[src/rtl/bin2bcd_seq.sv]
// Sequential shift-and-add-3 binary-to-BCD converter, one bit per clock.
// Optional leading-zero blank mask enabled by LEADING_ZERO_BLANK_EN.
module bin2bcd_seq #(
  parameter int WIDTH  = 14,
  parameter int DIGITS = 4
) (
  input  logic                  clk,
  input  logic                  rst,
  input  logic                  start,
  input  logic [WIDTH-1:0]      bin,
  output logic                  busy,
  output logic                  done,
  output logic [4*DIGITS-1:0]   digits,
  output logic                  overflow,
  output logic [3:0]            blank
);

  localparam int DW = 4 * DIGITS;
  localparam int CW = $clog2(WIDTH + 1);

  typedef enum logic {
    IDLE,
    SHIFT
  } state_e;

  state_e          state_q, state_d;
  logic [WIDTH-1:0] sh_q, sh_d;
  logic [DW-1:0]   acc_q, acc_d;
  logic [CW-1:0]   cnt_q, cnt_d;
  logic            ovf_pend_q, ovf_pend_d;
  logic            busy_q, busy_d;
  logic            done_q, done_d;
  logic [DW-1:0]   digits_q, digits_d;
  logic            overflow_q, overflow_d;

  logic                  accept;
  logic                  last_shift;
  logic [DW-1:0]         adj;
  logic [DW+WIDTH-1:0]   cat;
  logic [DW-1:0]         acc_sh;
  logic [WIDTH-1:0]      sh_sh;

  assign accept     = (state_q == IDLE) && start;
  assign last_shift = (state_q == SHIFT) &&
                      (cnt_q == CW'(WIDTH - 1));

  // State register
  always_ff @(posedge clk) begin
    if (rst) begin
      state_q <= IDLE;
    end else begin
      state_q <= state_d;
    end
  end

  // Next-state logic
  always_comb begin
    state_d = state_q;
    unique case (state_q)
      IDLE:    if (start) state_d = SHIFT;
      SHIFT:   if (last_shift) state_d = IDLE;
      default: state_d = IDLE;
    endcase
  end

  // Add-3 correction precedes the shift of {acc, sh}
  always_comb begin
    adj = acc_q;
    for (int i = 0; i < DIGITS; i++) begin
      if (acc_q[4*i +: 4] >= 4'd5) begin
        adj[4*i +: 4] = acc_q[4*i +: 4] + 4'd3;
      end
    end
    cat    = {adj, sh_q} << 1;
    acc_sh = cat[DW+WIDTH-1:WIDTH];
    sh_sh  = cat[WIDTH-1:0];
  end

  always_comb begin
    sh_d       = sh_q;
    acc_d      = acc_q;
    cnt_d      = cnt_q;
    ovf_pend_d = ovf_pend_q;
    if (accept) begin
      sh_d       = bin;
      acc_d      = '0;
      cnt_d      = '0;
      ovf_pend_d = {{(32-WIDTH){1'b0}}, bin} > 32'd9999;
    end else if (state_q == SHIFT) begin
      sh_d  = sh_sh;
      acc_d = acc_sh;
      cnt_d = cnt_q + CW'(1);
    end
  end

  // Output logic (registered)
  always_comb begin
    busy_d     = (state_d == SHIFT);
    done_d     = last_shift;
    digits_d   = digits_q;
    overflow_d = overflow_q;
    if (last_shift) begin
      digits_d   = ovf_pend_q ? {DIGITS{4'h9}} : acc_sh;
      overflow_d = ovf_pend_q;
    end
  end

  always_ff @(posedge clk) begin
    if (rst) begin
      sh_q       <= '0;
      acc_q      <= '0;
      cnt_q      <= '0;
      ovf_pend_q <= 1'b0;
      busy_q     <= 1'b0;
      done_q     <= 1'b0;
      digits_q   <= '0;
      overflow_q <= 1'b0;
    end else begin
      sh_q       <= sh_d;
      acc_q      <= acc_d;
      cnt_q      <= cnt_d;
      ovf_pend_q <= ovf_pend_d;
      busy_q     <= busy_d;
      done_q     <= done_d;
      digits_q   <= digits_d;
      overflow_q <= overflow_d;
    end
  end

  assign busy     = busy_q;
  assign done     = done_q;
  assign digits   = digits_q;
  assign overflow = overflow_q;

`ifdef LEADING_ZERO_BLANK_EN
  logic [3:0] blank_q, blank_d;

  always_comb begin
    blank_d = blank_q;
    if (last_shift) begin
      blank_d[3] = (digits_d[15:12] == 4'd0);
      blank_d[2] = blank_d[3] && (digits_d[11:8] == 4'd0);
      blank_d[1] = blank_d[2] && (digits_d[7:4] == 4'd0);
      blank_d[0] = 1'b0;
    end
  end

  always_ff @(posedge clk) begin
    if (rst) begin
      blank_q <= '0;
    end else begin
      blank_q <= blank_d;
    end
  end

  assign blank = blank_q;
`else
  assign blank = 4'b0000;
`endif

endmodule

[config.mk]
export PLATFORM = sky130hd
export DESIGN_NAME = bin2bcd_seq
export DESIGN_NICKNAME = d
export VERILOG_FILES = /design/src/rtl/bin2bcd_seq.sv
export SDC_FILE = /design/constraint.sdc
export NUM_CORES = 1
export LEC_CHECK = 0
export ABC_AREA = 0
export CORE_MARGIN = 5
export CORE_UTILIZATION = 53
export DETAILED_ROUTE_END_ITERATION = 8
export PLACE_DENSITY = 0.76
export SLEW_MARGIN = 5
export SYNTH_ARGS = -nofsm -noshare
export SYNTH_HDL_FRONTEND = slang
export SYNTH_SLANG_ARGS = --single-unit
export TNS_END_PERCENT = 30
[constraint.sdc]
create_clock -name clk -period 1.9 [get_ports clk]
set_clock_uncertainty 0.05 [all_clocks]
set_input_delay 0.19 -clock clk [delete_from_list [all_inputs] [get_ports clk]]
set_output_delay 0.19 -clock clk [all_outputs]
set_load 0.05 [all_outputs]
Word-level counts from Yosys, hierarchy flattened

Cells that the tools add are included.

$add $sub $neg: 5
Order comparisons: 5
Equality and inequality tests: 1
Muxes and demuxes: 10
Bitwise gates (word level): 1
Reductions and logical operators: 4

Operator list:

| cell                                                                  | number |
|---|---|
| 14-bit 2-to-1 mux                                                     | 2 |
| 4-bit by 3-bit >= comparator with 1-bit output, second input constant | 4 |
| 16-bit 2-to-1 mux                                                     | 1 |
| 14-bit > comparator, second input constant                            | 1 |
| 4-bit by 2-bit adder with 4-bit output, second input constant         | 3 |
| 4-bit 2-to-1 mux                                                      | 3 |
| 4-bit by 1-bit adder with 4-bit output, second input constant         | 1 |
| 4-bit == test, second input constant                                  | 1 |
| 3-bit by 2-bit adder with 3-bit output, second input constant         | 1 |
| 3-bit 2-to-1 mux                                                      | 1 |
| 1-bit logical AND                                                     | 2 |
| 1-bit 2-to-1 mux                                                      | 2 |
| 1-bit one-hot mux with 2 select lines                                 | 1 |
| 2-bit nonzero test                                                    | 1 |
| 2-bit OR reduction                                                    | 1 |
| 1-bit inverter                                                        | 1 |

Register bits after elaboration: 54
Word-level logic and storage cells: 34

Depth between registers and ports, before layout

Gate-level depths: netlist (run 1).

Word-level depth: 4
Gate-level depth with buffers: 6

Least setup slack after synthesis (run 1)

No wires, ideal clock.

Path type: reg2reg
Start point: register busy (netlist name)
End point: register digits_q[13] (netlist: digits[13])
Setup time: 0.067 ns
Arrival time: 1.547 ns
Path slack: 0.236 ns
Stages on the path, launching flop included: 5
Period minus slack after synthesis: 1.664 ns
Cell sequence: dfxtp_1 -> nand4_1 -> or3_1 -> buf_4 -> o21ai_2

RTL lines:

| element                | line | source |
|---|---|---|
| end signal: assignment | 125  | `digits_q <= digits_d;` |
| end: declaration       | 33   | `logic [DW-1:0] digits_q, digits_d;` |

Worst setup path in the final report (run 1)

Start point: register digits_q[9] (netlist: digits[9])
End point: output port digits[9]

RTL lines:

| element          | line | source |
|---|---|---|
| end: declaration | 13   | `output logic [4*DIGITS-1:0] digits,` |

No word-level cell between the ends.

==> qor.csv, run 1 <==
metric,value,unit
outcome,completed,
Setup TNS,0,ns
Reg2Reg Launch Point,acc_q[5]$_SDFFE_PP0P_,
Pre-Repair DR Iteration Count,4,
worst slew pin tran,0.5347,ns
f_max,578.9,MHz
Sw Ratio,25.82,%
CP max stage delay,0.81,ns
peak supply drop,498.3,uV
Hold WC Path Type,flip-flop to flip-flop,
vias in the first global route,1790,
Total Routed Length,5172,um
Final setup viols,0,
Starting Density,55.56,%
fin area,2965,sq um
Max Buffers Root-to-Sink,2,
Buf/Inv on CP,1,
clk_lat worst skew,0.30,ns
Max Cap Viol,0,
Seq pwr share,55.8,%
routed vias,2016,
H-tree Lvls,2,
die extent in y,78.02,um
number of cell rows,24,
RSZ-0062 raised after global routing,no,
Power Density,725.8,nW/um^2
CP required,1.66,ns
"Slew Viols, Final",0,
worst r2r path cells,6,
CTS Hold Bufs,0,
Area Overhead vs Synth,20.92,%
internal cell power,1596,uW
CP top delay family,buffers and inverters,
Iteration-0 DRC Markers,131,
ranking of synthesized cells by area,"dfxtp_1, nor2_1, mux2i_1",
Worst Hold Depth,2,
first-pass GRT wire length,8500,um
ys flop type,dfxtp_1,
CP Class,flip-flop to primary output,
number of vias per cell,5.478,
WHS Endpoint,overflow$_SDFFE_PP0P_,
Setup crit start,digits[9]$_SDFFE_PP0P_,
CP arrival,1.49,ns
Mapped Avg Cell Area,8.790,sq um
post-route minimum period,1.727,ns
RD Place Congestion,0.7852,
post-synthesis cell type count,29,
R2R Setup Slk,0.26,ns
synthesis warning total,0,
number of remaining DRC errors,0,
fin crit share,90.91,%
CP Max Fanout,2,
Mapped Area,2452,sq um
R2R Path End,acc_q[6]$_SDFFE_PP0P_,
Gate power share,13.8,%
crit-path cells,clkdlybuf4s50_1,
Post-layout nets,342,
post-cts repair resize count,0,
Worst setup SP type,flip-flop,
"Seq/Total Area, Yosys",44.08,%
gr ovfl total,0,
total CTS buffers,5,
Yosys reg bits,54,
largest net degree at the start of global routing,35,
clk sinks,54,
initial antenna violation count,0,
GRT Util Overall,17.21,%
Gate Count Post-Synth,279,
placed wire-length estimate,3847,um
post-CTS setup buffer count,0,
final hold vios,0,
Inserted Diodes,0,
clk root buf,clkbuf_8,
Post-synth EDFFs,0,
Slew HR,64.24,%
chip width,78.02,um
LEAKAGE,0.001109,uW
Hold Path Origin,overflow$_SDFFE_PP0P_,
top cell type by total area after synthesis,dfxtp_1,
"CTS clk-pin slew, worst paths",0.09,ns
TritonCTS clock tree,built,
io pins,40,
clock share of power,30.4,%
ys async rst share,0,%
Port Buf Inserts,35,
switching power,555.6,uW
Core Area,4414,sq um
Worst setup EP type,primary output,
wire per inst,14.05,um
Synth top area share,44.08,%
"Cell Area, Placed",2874,sq um
Final ANT Viol Nets,0,
Worst path slowest cell,clkdlybuf4s50_1,
fin util,67.18,%
share of cells above drive strength 1,10.44,%
die area,6087,sq um
## power groups by stage
| stage | clock [uW] | combinational, uW | sequential [uW] |
|---|---|---|---|
| 2_1_floorplan | 0 | 206 | 1220 |
| 4_1_cts | 664 | 299 | 1200 |
| 3_3_place_gp | 0 | 290 | 1220 |
| 5_1_grt | 715 | 329 | 1210 |
| 3_5_place_dp | 0 | 296 | 1230 |
| 6_report | 654 | 298 | 1200 |
## worst register-to-register path: cells and delay by family (launching register included)
family	cells	cell delay [ns]
flip-flops	1	0.36
AND/OR/NAND/NOR	1	0.15
buffers and inverters	1	0.08
AO/OA/AOI/OAI	2	0.38
multiplexers	1	0.39
adder cells (fa/ha/maj)	1	0.17
## synthesized netlist by cell type (2+ instances only)
cell type  instances
mux2i_1           15
nand4_1            3
ha_1              10
clkbuf_1           7
buf_4              6
a211oi_1          15
buf_2              6
nand3b_1           8
buf_1              3
dfxtp_1           54
nor3b_1            7
mux2_2             4
o22ai_1            8
inv_1             11
o21ai_2            8
xor2_1             2
o21ai_0            6
nand2_1           12
nor2_1            50
xnor2_1            5
nor3_1             4
nand2b_1           5
a21oi_1           24
## registers in the layout, indices dropped and copies added (netlist names)
register,cells
cnt_q,4
done,1
ovf_pend_q,1
overflow,1
acc_q,16
busy,1
sh_q,14
digits,16
## through the flow
stage          power [uW]  hold slack, ns  setup WS (ns)  cells
2_1_floorplan        1429          0.2942         0.2359    282
3_3_place_gp         1514          0.4091         0.2925    360
3_5_place_dp         1522          0.4110         0.2657    360
4_1_cts              2163          0.4234         0.1706    368
5_1_grt              2249          0.4399         0.1262    368
6_report             2152          0.4179         0.1727    368
## kinds of logic after synthesis
logic type | synth area share (%)
xor gates and xnor gates | 2.500
DFF | 44.08
adders and majority gates | 5.102
buffers and inverters | 6.276
AOI/OAI and AO/OA | 15.92
muxes | 7.959
and+or+nand+nor | 18.01
other | 0.1529
## routing by layer
metal	wire [um]	GRT usage [%]	vias up
li1	-	-	1024
met5	0	0	-
met2	2485	27.38	36
met1	2401	23.30	951
met3	224	3.089	5
met4	61	6.588	0
## cell usage in the layout, fill, tap and decap left out, drive strengths merged
| cell type | n |
|---|---|
| nor4 | 1 |
| or3 | 1 |
| a21o | 1 |
| o21ai | 14 |
| nand3b | 8 |
| buf | 14 |
| nor2 | 50 |
| o22ai | 8 |
| a211oi | 15 |
| nor3b | 7 |
| conb | 4 |
| clkinv | 1 |
| clkbuf | 7 |
| xnor2 | 5 |
| mux2 | 4 |
| nand3 | 1 |
| nand2b | 5 |
| nand4 | 3 |
| a21oi | 24 |
| nand2 | 12 |
| nor3 | 4 |
| inv | 11 |
| dfxtp | 54 |
| clkdlybuf4s50 | 34 |
| xor2 | 2 |
| ha | 10 |
| mux2i | 15 |
| and4 | 1 |
## worst max path at each step
stage / to / cells after the start
2_1_floorplan: digits[13]$_SDFFE_PP0P_ / 4
5_1_grt: digits[3]$_SDFFE_PP0P_ / 5
3_3_place_gp: acc_q[6]$_SDFFE_PP0P_ / 6
6_report: digits[9] / 1
4_1_cts: digits[10] / 1
3_5_place_dp: acc_q[6]$_SDFFE_PP0P_ / 6
## final cells by class
type,instances,area [sq um]
repair buffers,48,457.9
clock buffers,7,86.33
multi-input cells,195,1229
well taps,52,65.06
inverters,11,41.29
flip-flops and latches,54,1081
fillers,390,1449
clock inverters,1,5.005
No activity file was read; power rests on OpenSTA's default activity.
==> run 2: changes to the inputs <==
--- a/config.mk
+++ b/config.mk
@@ -8,7 +8,9 @@
 export ABC_AREA = 0
 export CORE_MARGIN = 5
 export CORE_UTILIZATION = 53
+export CTS_CLUSTER_SIZE = 24
 export DETAILED_ROUTE_END_ITERATION = 8
+export GPL_TIMING_DRIVEN = 0
 export PLACE_DENSITY = 0.76
 export SLEW_MARGIN = 5
 export SYNTH_ARGS = -nofsm -noshare
==> qor.csv, run 2 (synthesized netlist as in run 1, its figures left out) <==
metric,value,unit
CP Class,flip-flop to primary output,
crit-path cells,clkdlybuf4s50_1,
Starting Density,55.56,%
f_max,579.4,MHz
wl on met1,2473,um
Reg2Reg Launch Point,acc_q[1]$_SDFFE_PP0P_,
CP Max Fanout,2,
Gate power share,13.1,%
Worst setup EP type,primary output,
clk_lat worst skew,0.31,ns
Pre-Repair DR Iteration Count,4,
internal cell power,1687,uW
total power,2263,uW
die extent in y,78.02,um
die area,6087,sq um
RSZ-0062 raised after global routing,no,
Core Area,4414,sq um
number of vias per cell,5.451,
Slew HR,62.47,%
routed vias,2044,
fin area,2972,sq um
worst r2r path cells,6,
met3 WL,319,um
chip width,78.02,um
CP arrival,1.49,ns
fin crit share,90.83,%
Worst path slowest cell,clkdlybuf4s50_1,
Setup TNS,0,ns
WHS Endpoint,cnt_q[1]$_SDFFE_PP0P_,
CP required,1.66,ns
met2 WL,2782,um
worst slew pin tran,0.5630,ns
clock share of power,33.8,%
io pins,40,
R2R Path End,acc_q[2]$_SDFFE_PP0P_,
H-tree Lvls,2,
Area Overhead vs Synth,21.17,%
worst slack at placement,0.2055,ns
Port Buf Inserts,33,
LEAKAGE,0.001120,uW
TritonCTS clock tree,built,
share of cells above drive strength 1,9.598,%
peak supply drop,549.2,uV
wire per inst,15.06,um
switching power,576.1,uW
clk root buf,clkbuf_8,
setup ws final,0.1741,ns
WP depth,1,
Worst setup SP type,flip-flop,
CP top delay family,buffers and inverters,
Total Routed Length,5648,um
Hold Path Origin,start,
R2R Setup Slk,0.18,ns
"commonest non-fill, non-tap cell in the layout",dfxtp_1,
first-pass GRT wire length,9287,um
Worst Hold Depth,3,
Final setup viols,0,
vias in the first global route,2008,
most frequent cells in the layout,"dfxtp_1, nor2_1, clkdlybuf4s50_1",
Inserted Diodes,0,
"Slew Viols, Final",0,
outcome,completed,
post-route minimum period,1.726,ns
total CTS buffers,5,
Sw Ratio,25.45,%
Iteration-0 DRC Markers,117,
initial antenna violation count,0,
Buf/Inv on CP,1,
number of remaining DRC errors,0,
"Cell Area, Placed",2859,sq um
Max Cap Viol,0,
Power Density,761.7,nW/um^2
RD Place Congestion,0.8205,
number of cell rows,24,
Hold Worst Slack,0.3385,ns
largest net degree at the start of global routing,17,
Max Buffers Root-to-Sink,2,
GRT Util Overall,18.66,%
"CTS clk-pin slew, worst paths",0.09,ns
clk sinks,54,
CP max stage delay,0.81,ns
placed wire-length estimate,4056,um
gr ovfl total,0,
final hold vios,0,
Final ANT Viol Nets,0,
Hold WC Path Type,input pin to flip-flop,
Post-layout nets,349,
Top Layer Used,met4,
Seq pwr share,53.1,%
==> run 2: power by group through the flow <==
stage	combinational (uW)	sequential, uW	clock (uW)
floorplan	206	1220	0
global placement	285	1230	0
detailed placement	292	1230	0
CTS	295	1200	776
global route	325	1210	825
finish	296	1200	766
==> run 2: area by class of cell <==
cell class / count / area [sq um]
buffer: 22 / 112.6
clock buffer: 6 / 72.57
clock inverter: 2 / 37.54
fill: 381 / 1443
inverter: 11 / 41.29
multi-input combinational: 195 / 1229
sequential: 54 / 1081
tap: 52 / 65.06
timing repair buffer: 33 / 332.8
==> run 2: worst max path at each step <==
| stage | startpoint | endpoint | slack [ns] |
|---|---|---|---|
| 6_report | digits[6]$_SDFFE_PP0P_ | digits[6] | 0.17 |
| 5_1_grt | acc_q[4]$_SDFFE_PP0P_ | acc_q[6]$_SDFFE_PP0P_ | 0.09 |
| 4_1_cts | busy$_SDFF_PP0_ | busy | 0.04 |
| 3_5_place_dp | acc_q[1]$_SDFFE_PP0P_ | acc_q[2]$_SDFFE_PP0P_ | 0.21 |
| 3_3_place_gp | acc_q[5]$_SDFFE_PP0P_ | acc_q[6]$_SDFFE_PP0P_ | 0.29 |
| 2_1_floorplan | busy$_SDFF_PP0_ | digits[13]$_SDFFE_PP0P_ | 0.24 |
==> run 2: through the flow <==
| stage | utilization, % | cells |
|---|---|---|
| CTS | 67.26 | 375 |
| global placement | 64.77 | 367 |
| detailed placement | 64.77 | 367 |
| global route | 67.32 | 375 |
| floorplan | - | 282 |
| finish | 67.32 | 375 |
==> run 2: worst register-to-register path, stage by stage, from the launching register on <==
cell	delay, ns
dfxtp_1	0.36
inv_1	0.07
ha_1	0.18
nand2b_1	0.15
a21oi_1	0.25
mux2_2	0.40
o22ai_1	0.19
==> run 2: metal layers <==
metal | vias to the layer above | global-route usage [%]
li1 | 1040 | -
met1 | 947 | 23.58
met5 | - | 0
met3 | 8 | 3.890
met2 | 49 | 31.89
met4 | 0 | 5.912
==> run 2: timing repair <==
action	4_1_cts	5_1_grt
endpoints found under the hold margin	0	0
endpoints found under the setup margin	0	1
buffers inserted	0	0
hold buffers	0	0
resized for setup	0	1
==> run 3: changes to the inputs <==
--- a/config.mk
+++ b/config.mk
@@ -12,7 +12,7 @@
 export DETAILED_ROUTE_END_ITERATION = 8
 export GPL_TIMING_DRIVEN = 0
 export PLACE_DENSITY = 0.76
-export SLEW_MARGIN = 5
+export SLEW_MARGIN = 0
 export SYNTH_ARGS = -nofsm -noshare
 export SYNTH_HDL_FRONTEND = slang
 export SYNTH_SLANG_ARGS = --single-unit
==> results of run 3 <==
Final layout, timing and power as in run 2 (identical DEF).
